--- src/rtl/wb_arbiter_pkg.sv ---
// Shared register-file defines and writeback-arbiter package.
// The defines are guarded so that several files can pull them in safely.
`ifndef WB_ARBITER_DEFINES
`define WB_ARBITER_DEFINES
`define RegIdWidth    5
`define RegWidth      32
`define RegCnt        32
`define WbFifoDepth   2
`define WbStarveLimit 4
`endif

package wb_arbiter_pkg;

  localparam int unsigned REG_ID_WIDTH    = `RegIdWidth;
  localparam int unsigned REG_WIDTH       = `RegWidth;
  localparam int unsigned REG_CNT         = `RegCnt;
  localparam int unsigned WB_FIFO_DEPTH   = `WbFifoDepth;
  localparam int unsigned WB_STARVE_LIMIT = `WbStarveLimit;
  localparam int unsigned STARVE_W        = $clog2(WB_STARVE_LIMIT + 1);

  typedef enum logic [1:0] {
    GRANT_NONE = 2'd0,
    GRANT_EXU  = 2'd1,
    GRANT_FIFO = 2'd2
  } grant_e;

endpackage

--- src/rtl/wb_arbiter_fifo.sv ---
// LSU writeback buffer: circular FIFO of (rd, wdata) pairs with registered
// occupancy; pointers wrap modulo DEPTH so non-power-of-two depths work.
module wb_fifo
  import wb_arbiter_pkg::*;
#(
  parameter int DEPTH      = WB_FIFO_DEPTH,
  parameter int ADDR_WIDTH = REG_ID_WIDTH,
  parameter int DATA_WIDTH = REG_WIDTH
) (
  input  logic                  clk,
  input  logic                  rst_n,
  input  logic                  push,
  input  logic [ADDR_WIDTH-1:0] push_rd,
  input  logic [DATA_WIDTH-1:0] push_wdata,
  input  logic                  pop,
  output logic                  full,
  output logic                  empty,
  output logic [ADDR_WIDTH-1:0] head_rd,
  output logic [DATA_WIDTH-1:0] head_wdata
);

  localparam int PTR_W = (DEPTH > 1) ? $clog2(DEPTH) : 1;
  localparam int CNT_W = $clog2(DEPTH + 1);

  logic [ADDR_WIDTH-1:0] mem_rd_r    [DEPTH];
  logic [DATA_WIDTH-1:0] mem_wdata_r [DEPTH];
  logic [PTR_W-1:0]      wr_ptr_r;
  logic [PTR_W-1:0]      rd_ptr_r;
  logic [CNT_W-1:0]      count_r;
  logic                  push_ok_s;
  logic                  pop_ok_s;

  function automatic logic [PTR_W-1:0] next_ptr(input logic [PTR_W-1:0] ptr);
    if (ptr == PTR_W'(DEPTH - 1)) begin
      return {PTR_W{1'b0}};
    end else begin
      return ptr + PTR_W'(1);
    end
  endfunction

  assign full       = (count_r == CNT_W'(DEPTH));
  assign empty      = (count_r == {CNT_W{1'b0}});
  assign push_ok_s  = push && !full;
  assign pop_ok_s   = pop && !empty;
  assign head_rd    = mem_rd_r[rd_ptr_r];
  assign head_wdata = mem_wdata_r[rd_ptr_r];

  // Entry storage; contents are don't-care while the slot is unoccupied.
  always_ff @(posedge clk) begin
    if (push_ok_s) begin
      mem_rd_r[wr_ptr_r]    <= push_rd;
      mem_wdata_r[wr_ptr_r] <= push_wdata;
    end
  end

  // Pointers and occupancy.
  always_ff @(posedge clk) begin
    if (!rst_n) begin
      wr_ptr_r <= {PTR_W{1'b0}};
      rd_ptr_r <= {PTR_W{1'b0}};
      count_r  <= {CNT_W{1'b0}};
    end else begin
      if (push_ok_s) wr_ptr_r <= next_ptr(wr_ptr_r);
      if (pop_ok_s)  rd_ptr_r <= next_ptr(rd_ptr_r);
      case ({push_ok_s, pop_ok_s})
        2'b10:   count_r <= count_r + CNT_W'(1);
        2'b01:   count_r <= count_r - CNT_W'(1);
        default: count_r <= count_r;
      endcase
    end
  end

endmodule

--- src/rtl/wb_arbiter.sv ---
// Register-file writeback arbiter: EXU has priority, LSU results are buffered
// and forced through after a starvation limit. WB_BYPASS_EN adds forwarding.
module wb_arbiter
  import wb_arbiter_pkg::*;
#(
  parameter int ADDR_WIDTH = `RegIdWidth,
  parameter int DATA_WIDTH = `RegWidth,
  parameter int FIFO_DEPTH = `WbFifoDepth
) (
  input  logic                  clk,
  input  logic                  rst_n,
  input  logic                  exu_valid,
  output logic                  exu_ready,
  input  logic [ADDR_WIDTH-1:0] exu_rd,
  input  logic [DATA_WIDTH-1:0] exu_wdata,
  input  logic                  lsu_valid,
  output logic                  lsu_ready,
  input  logic [ADDR_WIDTH-1:0] lsu_rd,
  input  logic [DATA_WIDTH-1:0] lsu_wdata,
`ifdef WB_BYPASS_EN
  input  logic [ADDR_WIDTH-1:0] rs1,
  input  logic [ADDR_WIDTH-1:0] rs2,
  output logic                  fwd1_hit,
  output logic [DATA_WIDTH-1:0] fwd1_data,
  output logic                  fwd2_hit,
  output logic [DATA_WIDTH-1:0] fwd2_data,
`endif
  output logic                  rf_wen,
  output logic [ADDR_WIDTH-1:0] rf_rd,
  output logic [DATA_WIDTH-1:0] rf_wdata,
  output logic                  busy
);

  localparam logic [ADDR_WIDTH-1:0] RD_ZERO = {ADDR_WIDTH{1'b0}};

  logic                  fifo_full_s;
  logic                  fifo_empty_s;
  logic [ADDR_WIDTH-1:0] head_rd_s;
  logic [DATA_WIDTH-1:0] head_wdata_s;
  logic                  push_s;
  logic                  pop_s;
  logic                  head_starved_s;
  grant_e                grant_s;
  logic [STARVE_W-1:0]   starve_r;
  logic                  rf_wen_r;
  logic [ADDR_WIDTH-1:0] rf_rd_r;
  logic [DATA_WIDTH-1:0] rf_wdata_r;

  wb_fifo #(
    .DEPTH      (FIFO_DEPTH),
    .ADDR_WIDTH (ADDR_WIDTH),
    .DATA_WIDTH (DATA_WIDTH)
  ) u_fifo (
    .clk        (clk),
    .rst_n      (rst_n),
    .push       (push_s),
    .push_rd    (lsu_rd),
    .push_wdata (lsu_wdata),
    .pop        (pop_s),
    .full       (fifo_full_s),
    .empty      (fifo_empty_s),
    .head_rd    (head_rd_s),
    .head_wdata (head_wdata_s)
  );

  // Single-winner grant; both ready outputs are held low during reset.
  always_comb begin
    head_starved_s = 1'b0;
    grant_s        = GRANT_NONE;
    if (!fifo_empty_s && (starve_r == STARVE_W'(WB_STARVE_LIMIT))) begin
      head_starved_s = 1'b1;
    end else begin
      head_starved_s = 1'b0;
    end
    if (!rst_n) begin
      grant_s = GRANT_NONE;
    end else if (head_starved_s) begin
      grant_s = GRANT_FIFO;
    end else if (exu_valid) begin
      grant_s = GRANT_EXU;
    end else if (!fifo_empty_s) begin
      grant_s = GRANT_FIFO;
    end else begin
      grant_s = GRANT_NONE;
    end
  end

  assign exu_ready = rst_n && !head_starved_s;
  assign lsu_ready = rst_n && !fifo_full_s;
  assign push_s    = lsu_valid && lsu_ready;
  assign pop_s     = (grant_s == GRANT_FIFO);
  assign busy      = !fifo_empty_s;

  // Cycles the buffered head has been passed over, saturating at the limit.
  always_ff @(posedge clk) begin
    if (!rst_n) begin
      starve_r <= {STARVE_W{1'b0}};
    end else if (fifo_empty_s || pop_s) begin
      starve_r <= {STARVE_W{1'b0}};
    end else if (starve_r != STARVE_W'(WB_STARVE_LIMIT)) begin
      starve_r <= starve_r + STARVE_W'(1);
    end else begin
      starve_r <= starve_r;
    end
  end

  // Registered write port; writes to x0 are consumed without a write pulse.
  always_ff @(posedge clk) begin
    if (!rst_n) begin
      rf_wen_r   <= 1'b0;
      rf_rd_r    <= RD_ZERO;
      rf_wdata_r <= {DATA_WIDTH{1'b0}};
    end else begin
      case (grant_s)
        GRANT_EXU: begin
          rf_wen_r <= (exu_rd != RD_ZERO);
          if (exu_rd != RD_ZERO) begin
            rf_rd_r    <= exu_rd;
            rf_wdata_r <= exu_wdata;
          end
        end
        GRANT_FIFO: begin
          rf_wen_r <= (head_rd_s != RD_ZERO);
          if (head_rd_s != RD_ZERO) begin
            rf_rd_r    <= head_rd_s;
            rf_wdata_r <= head_wdata_s;
          end
        end
        default: rf_wen_r <= 1'b0;
      endcase
    end
  end

  assign rf_wen   = rf_wen_r;
  assign rf_rd    = rf_rd_r;
  assign rf_wdata = rf_wdata_r;

`ifdef WB_BYPASS_EN
  assign fwd1_hit  = rf_wen_r && (rf_rd_r == rs1) && (rs1 != RD_ZERO);
  assign fwd1_data = rf_wdata_r;
  assign fwd2_hit  = rf_wen_r && (rf_rd_r == rs2) && (rs2 != RD_ZERO);
  assign fwd2_data = rf_wdata_r;
`endif

endmodule

--- config.mk ---
export PLATFORM = sky130hd
export DESIGN_NAME = wb_arbiter
export DESIGN_NICKNAME = d
export VERILOG_FILES = /design/src/rtl/wb_arbiter_pkg.sv /design/src/rtl/wb_arbiter_fifo.sv /design/src/rtl/wb_arbiter.sv
export SDC_FILE = /design/constraint.sdc
export NUM_CORES = 1
export LEC_CHECK = 0
export CAP_MARGIN = 0
export CORE_MARGIN = 8
export CORE_UTILIZATION = 55
export CTS_CLUSTER_SIZE = 16
export DETAILED_ROUTE_END_ITERATION = 8
export DONT_BUFFER_PORTS = 1
export GPL_TIMING_DRIVEN = 1
export PLACE_DENSITY = 0.7
export SYNTH_ARGS = -nofsm -noshare
export SYNTH_HDL_FRONTEND = slang
export SYNTH_SLANG_ARGS = --single-unit
--- constraint.sdc ---
create_clock -name clk -period 3.55 [get_ports clk]
set_input_delay 0.5325 -clock clk [delete_from_list [all_inputs] [get_ports clk]]
set_output_delay 0.5325 -clock clk [all_outputs]
set_load 0.05 [all_outputs]
==> metrics.cfg <==
[floorplanning]
die_x_um = 111.0
fp.coreArea_sq_um = 8721
start_util_pct = 56.90
num_io_pins = 119
die_area_sq_um = 12320
rows = 34
die_height_um = 111.0

[sta]
period_share_pct = 76.54
finalSetupTns_ns = 0
skew_ns = 0.01273
period_needed_ns = 2.717
fin_hold_ws_ns = 0.1216
max_slew.worst_pin.slew_ns = 0.9090
rsz0062_at_grt = no
slew_headroom_pct = 39.40
finalSetupViolCount = 0
timing.final.hold_violations = 0
slew_viol_final = 0
fmax_ghz = 0.3681

[clock_tree]
cts_max_level = 4
cts_inserted_buffers = 17
cts_buffer_depth = 2
cts_setup_buffers = 0
cts_hold_buffers = 0
clk_latency_ns = 0.50
clock_sinks = 120
cts_resized = 0
path_clk_slew_ns = 0.06
cts-root-buf = clkbuf_8
cts_tree = built

[critical_path]
r2r-end = u_fifo.count_r[1]$_SDFFE_PN0P_
crit_end = u_fifo.count_r[1]$_SDFFE_PN0P_
cp-startpoint = starve_r[0]$_SDFFE_PP0P_
worst-r2r-cell-count = 12
crit_arrival_ns = 3.12
crit_fanout = 5
regToRegSetupSlack_ns = 0.83
reg2reg_from = starve_r[0]$_SDFFE_PP0P_
cp.required_ns = 3.95
critPathCaptureType = register
crit_type = register to register
start_kind = register

[yosys]
ys.warnings.count = 0
synth_area_per_cell_sq_um = 12.89
syn-cell-area_sq_um = 4962
synthTopCellsByArea = edfxtp_1, dfxtp_1, mux2i_1, nand2_1, o211ai_1
synth_top_area_share_pct = 44.78
synth_top_cell_by_area = edfxtp_1
synth_cell_type_count = 33
syn_inst = 385
ys_ff_latch = 120
yosysSeqAreaShare_pct = 63.34
synth_fp_nets = 469

[finish]
fin_cells = 508
nFillCells = 660
antenna_cells = 0
nets = 471
drive_gt1_share_pct = 10.50
syn2layout_area_growth_pct = 13.21

[drt]
drc = 0
drt_iter0_drc = 137
viasPerCell = 5.685
routed_wl_um = 9793
routed-via-count = 2888
drtPass1Iterations = 4
ant_nets = 0
wire_per_inst_um = 19.28

[placement]
io_buffers = 0
gp_congestion = 0.7598
placed_cells = 476
place_hpwl_um = 6545

[power_and_ir_drop]
leakagePower_nw = 1.967
p_per_area_nw_per_um2 = 632.2
vdd_drop_max_mv = 0.4250

[status]
status = finished, final reports clean

[grt]
grt_pass1_vias = 2882
grt_usage_pct = 16.01
overflow = 0
grt_pass1_wl_um = 15410
antenna_found_initial = 0
grt_max_degree = 85

[job]
max_cap_viol_count = 0

[worst_hold_path]
hp-class = input pin to register

-- layout make-up --
type	instances	area [sq um]	share of cell area, %
clock buffers	25	505.5	8.998
clock inverters	7	90.09	1.604
inverters	6	22.52	0.4009
multi-input cells	234	1660	29.55
flip-flops and latches	120	3144	55.97
well taps	108	135.1	2.405
repair buffers	8	60.06	1.069
-- synth_stat cells (all sizes together) --
library cell and instances:
nor2b 1, nand2 79, ha 6, o211ai 38
buf 12, clkbuf 13, dfxtp 46, and3 1
nand3b 1, or3 1, edfxtp 74, mux2i 75
a21boi 1, o21ai 4, xnor2 3, xor2 1
a21oi 2, a21o 1, or4b 1, a31oi 1
o22a 1, nor3 4, o21a 3, inv 6
nand2b 1, or4 1, nor2 3, and2 5
-- stage by stage --
step	util (%)	setup slack (ns)	total power (W)	cell area (sq um)
after floorplan	-	0.7762	0.001887	4962
after global placement	57.59	1.007	0.001904	5022
after detailed placement	57.59	0.8996	0.001911	5022
after CTS	64.42	0.8203	0.003582	5618
after global routing	64.42	0.6361	0.003664	5618
final	64.42	0.8330	0.003551	5618
-- metal layers --
metal,GRT usage [%],part of all wire (%),routed length [um],vias to the layer above
met4,5.766,1.3,123,0
met2,25.56,49,4792,91
met1,18.10,40,3964,1382
met5,0,0,0,-
li1,-,-,-,1406
met3,7.900,9.3,913,9
-- placed cells by master (no fill, tap or decap), types with 2 or more instances in the layout --
cell / instances
clkinv_2: 3
o21a_1: 3
a21oi_1: 2
dfxtp_1: 45
nor2_1: 2
mux2i_1: 75
inv_1: 6
clkbuf_1: 3
clkbuf_16: 17
and2_1: 5
o21ai_0: 2
ha_1: 5
o211ai_1: 38
buf_4: 8
clkinvlp_4: 2
xnor2_1: 3
clkbuf_8: 5
nand2_1: 79
nor3_1: 4
edfxtp_1: 74
bufinv_16: 2
-- how the worst min path moves through the flow --
stage | slack, ns | from | cells after the start | endpoint
after floorplan | 0.48 | u_fifo.count_r[1]$_SDFFE_PN0P_ | 2 | u_fifo.count_r[1]$_SDFFE_PN0P_
after global placement | 0.49 | u_fifo.count_r[1]$_SDFFE_PN0P_ | 2 | u_fifo.count_r[1]$_SDFFE_PN0P_
after detailed placement | 0.51 | u_fifo.count_r[1]$_SDFFE_PN0P_ | 2 | u_fifo.count_r[1]$_SDFFE_PN0P_
after CTS | 0.1 | lsu_wdata[0] | 0 | u_fifo.mem_wdata_r[0][0]$_DFFE_PP_
after global routing | 0.09 | lsu_wdata[26] | 0 | u_fifo.mem_wdata_r[1][26]$_DFFE_PP_
final | 0.12 | lsu_wdata[28] | 0 | u_fifo.mem_wdata_r[0][28]$_DFFE_PP_
-- sequential cells by signal, summed over array words and instances (netlist names), named ones only --
signal	count
u_fifo.mem_wdata_r	64
rf_wdata	32
u_fifo.mem_rd_r	10
rf_rd	5
starve_r	3
u_fifo.count_r	2
rf_wen	1
u_fifo.rd_ptr_r	1
u_fifo.wr_ptr_r	1
-- power by group --
part / switching (W) / internal (W)
clock network: 0.000562 / 0.00111
registers: 0.000150 / 0.00155
logic: 0.000101 / 0.0000744
total: 0.000814 / 0.00274
-- kinds of logic after synthesis --
| family | share of synthesized area, % |
|---|---|
| adders and majority gates | 1.513 |
| muxes | 15.13 |
| buffers and inverters | 3.580 |
| AOI/OAI and AO/OA | 7.489 |
| DFF | 63.34 |
| and+or+nand+nor | 8.245 |
| xor gates and xnor gates | 0.7061 |
-- critical path, stage by stage (launching register included) --
cell and delay, ns:
dfxtp_1 0.38, inv_1 0.06, ha_1 0.20, nand2_1 0.18
o21a_1 0.14, buf_4 0.19, and2_1 0.17, inv_1 0.06
ha_2 0.18, nor2b_1 0.14, ha_1 0.34, or3_1 0.37
a21boi_0 0.21
Note: power is estimated with default switching activity, not from simulation.
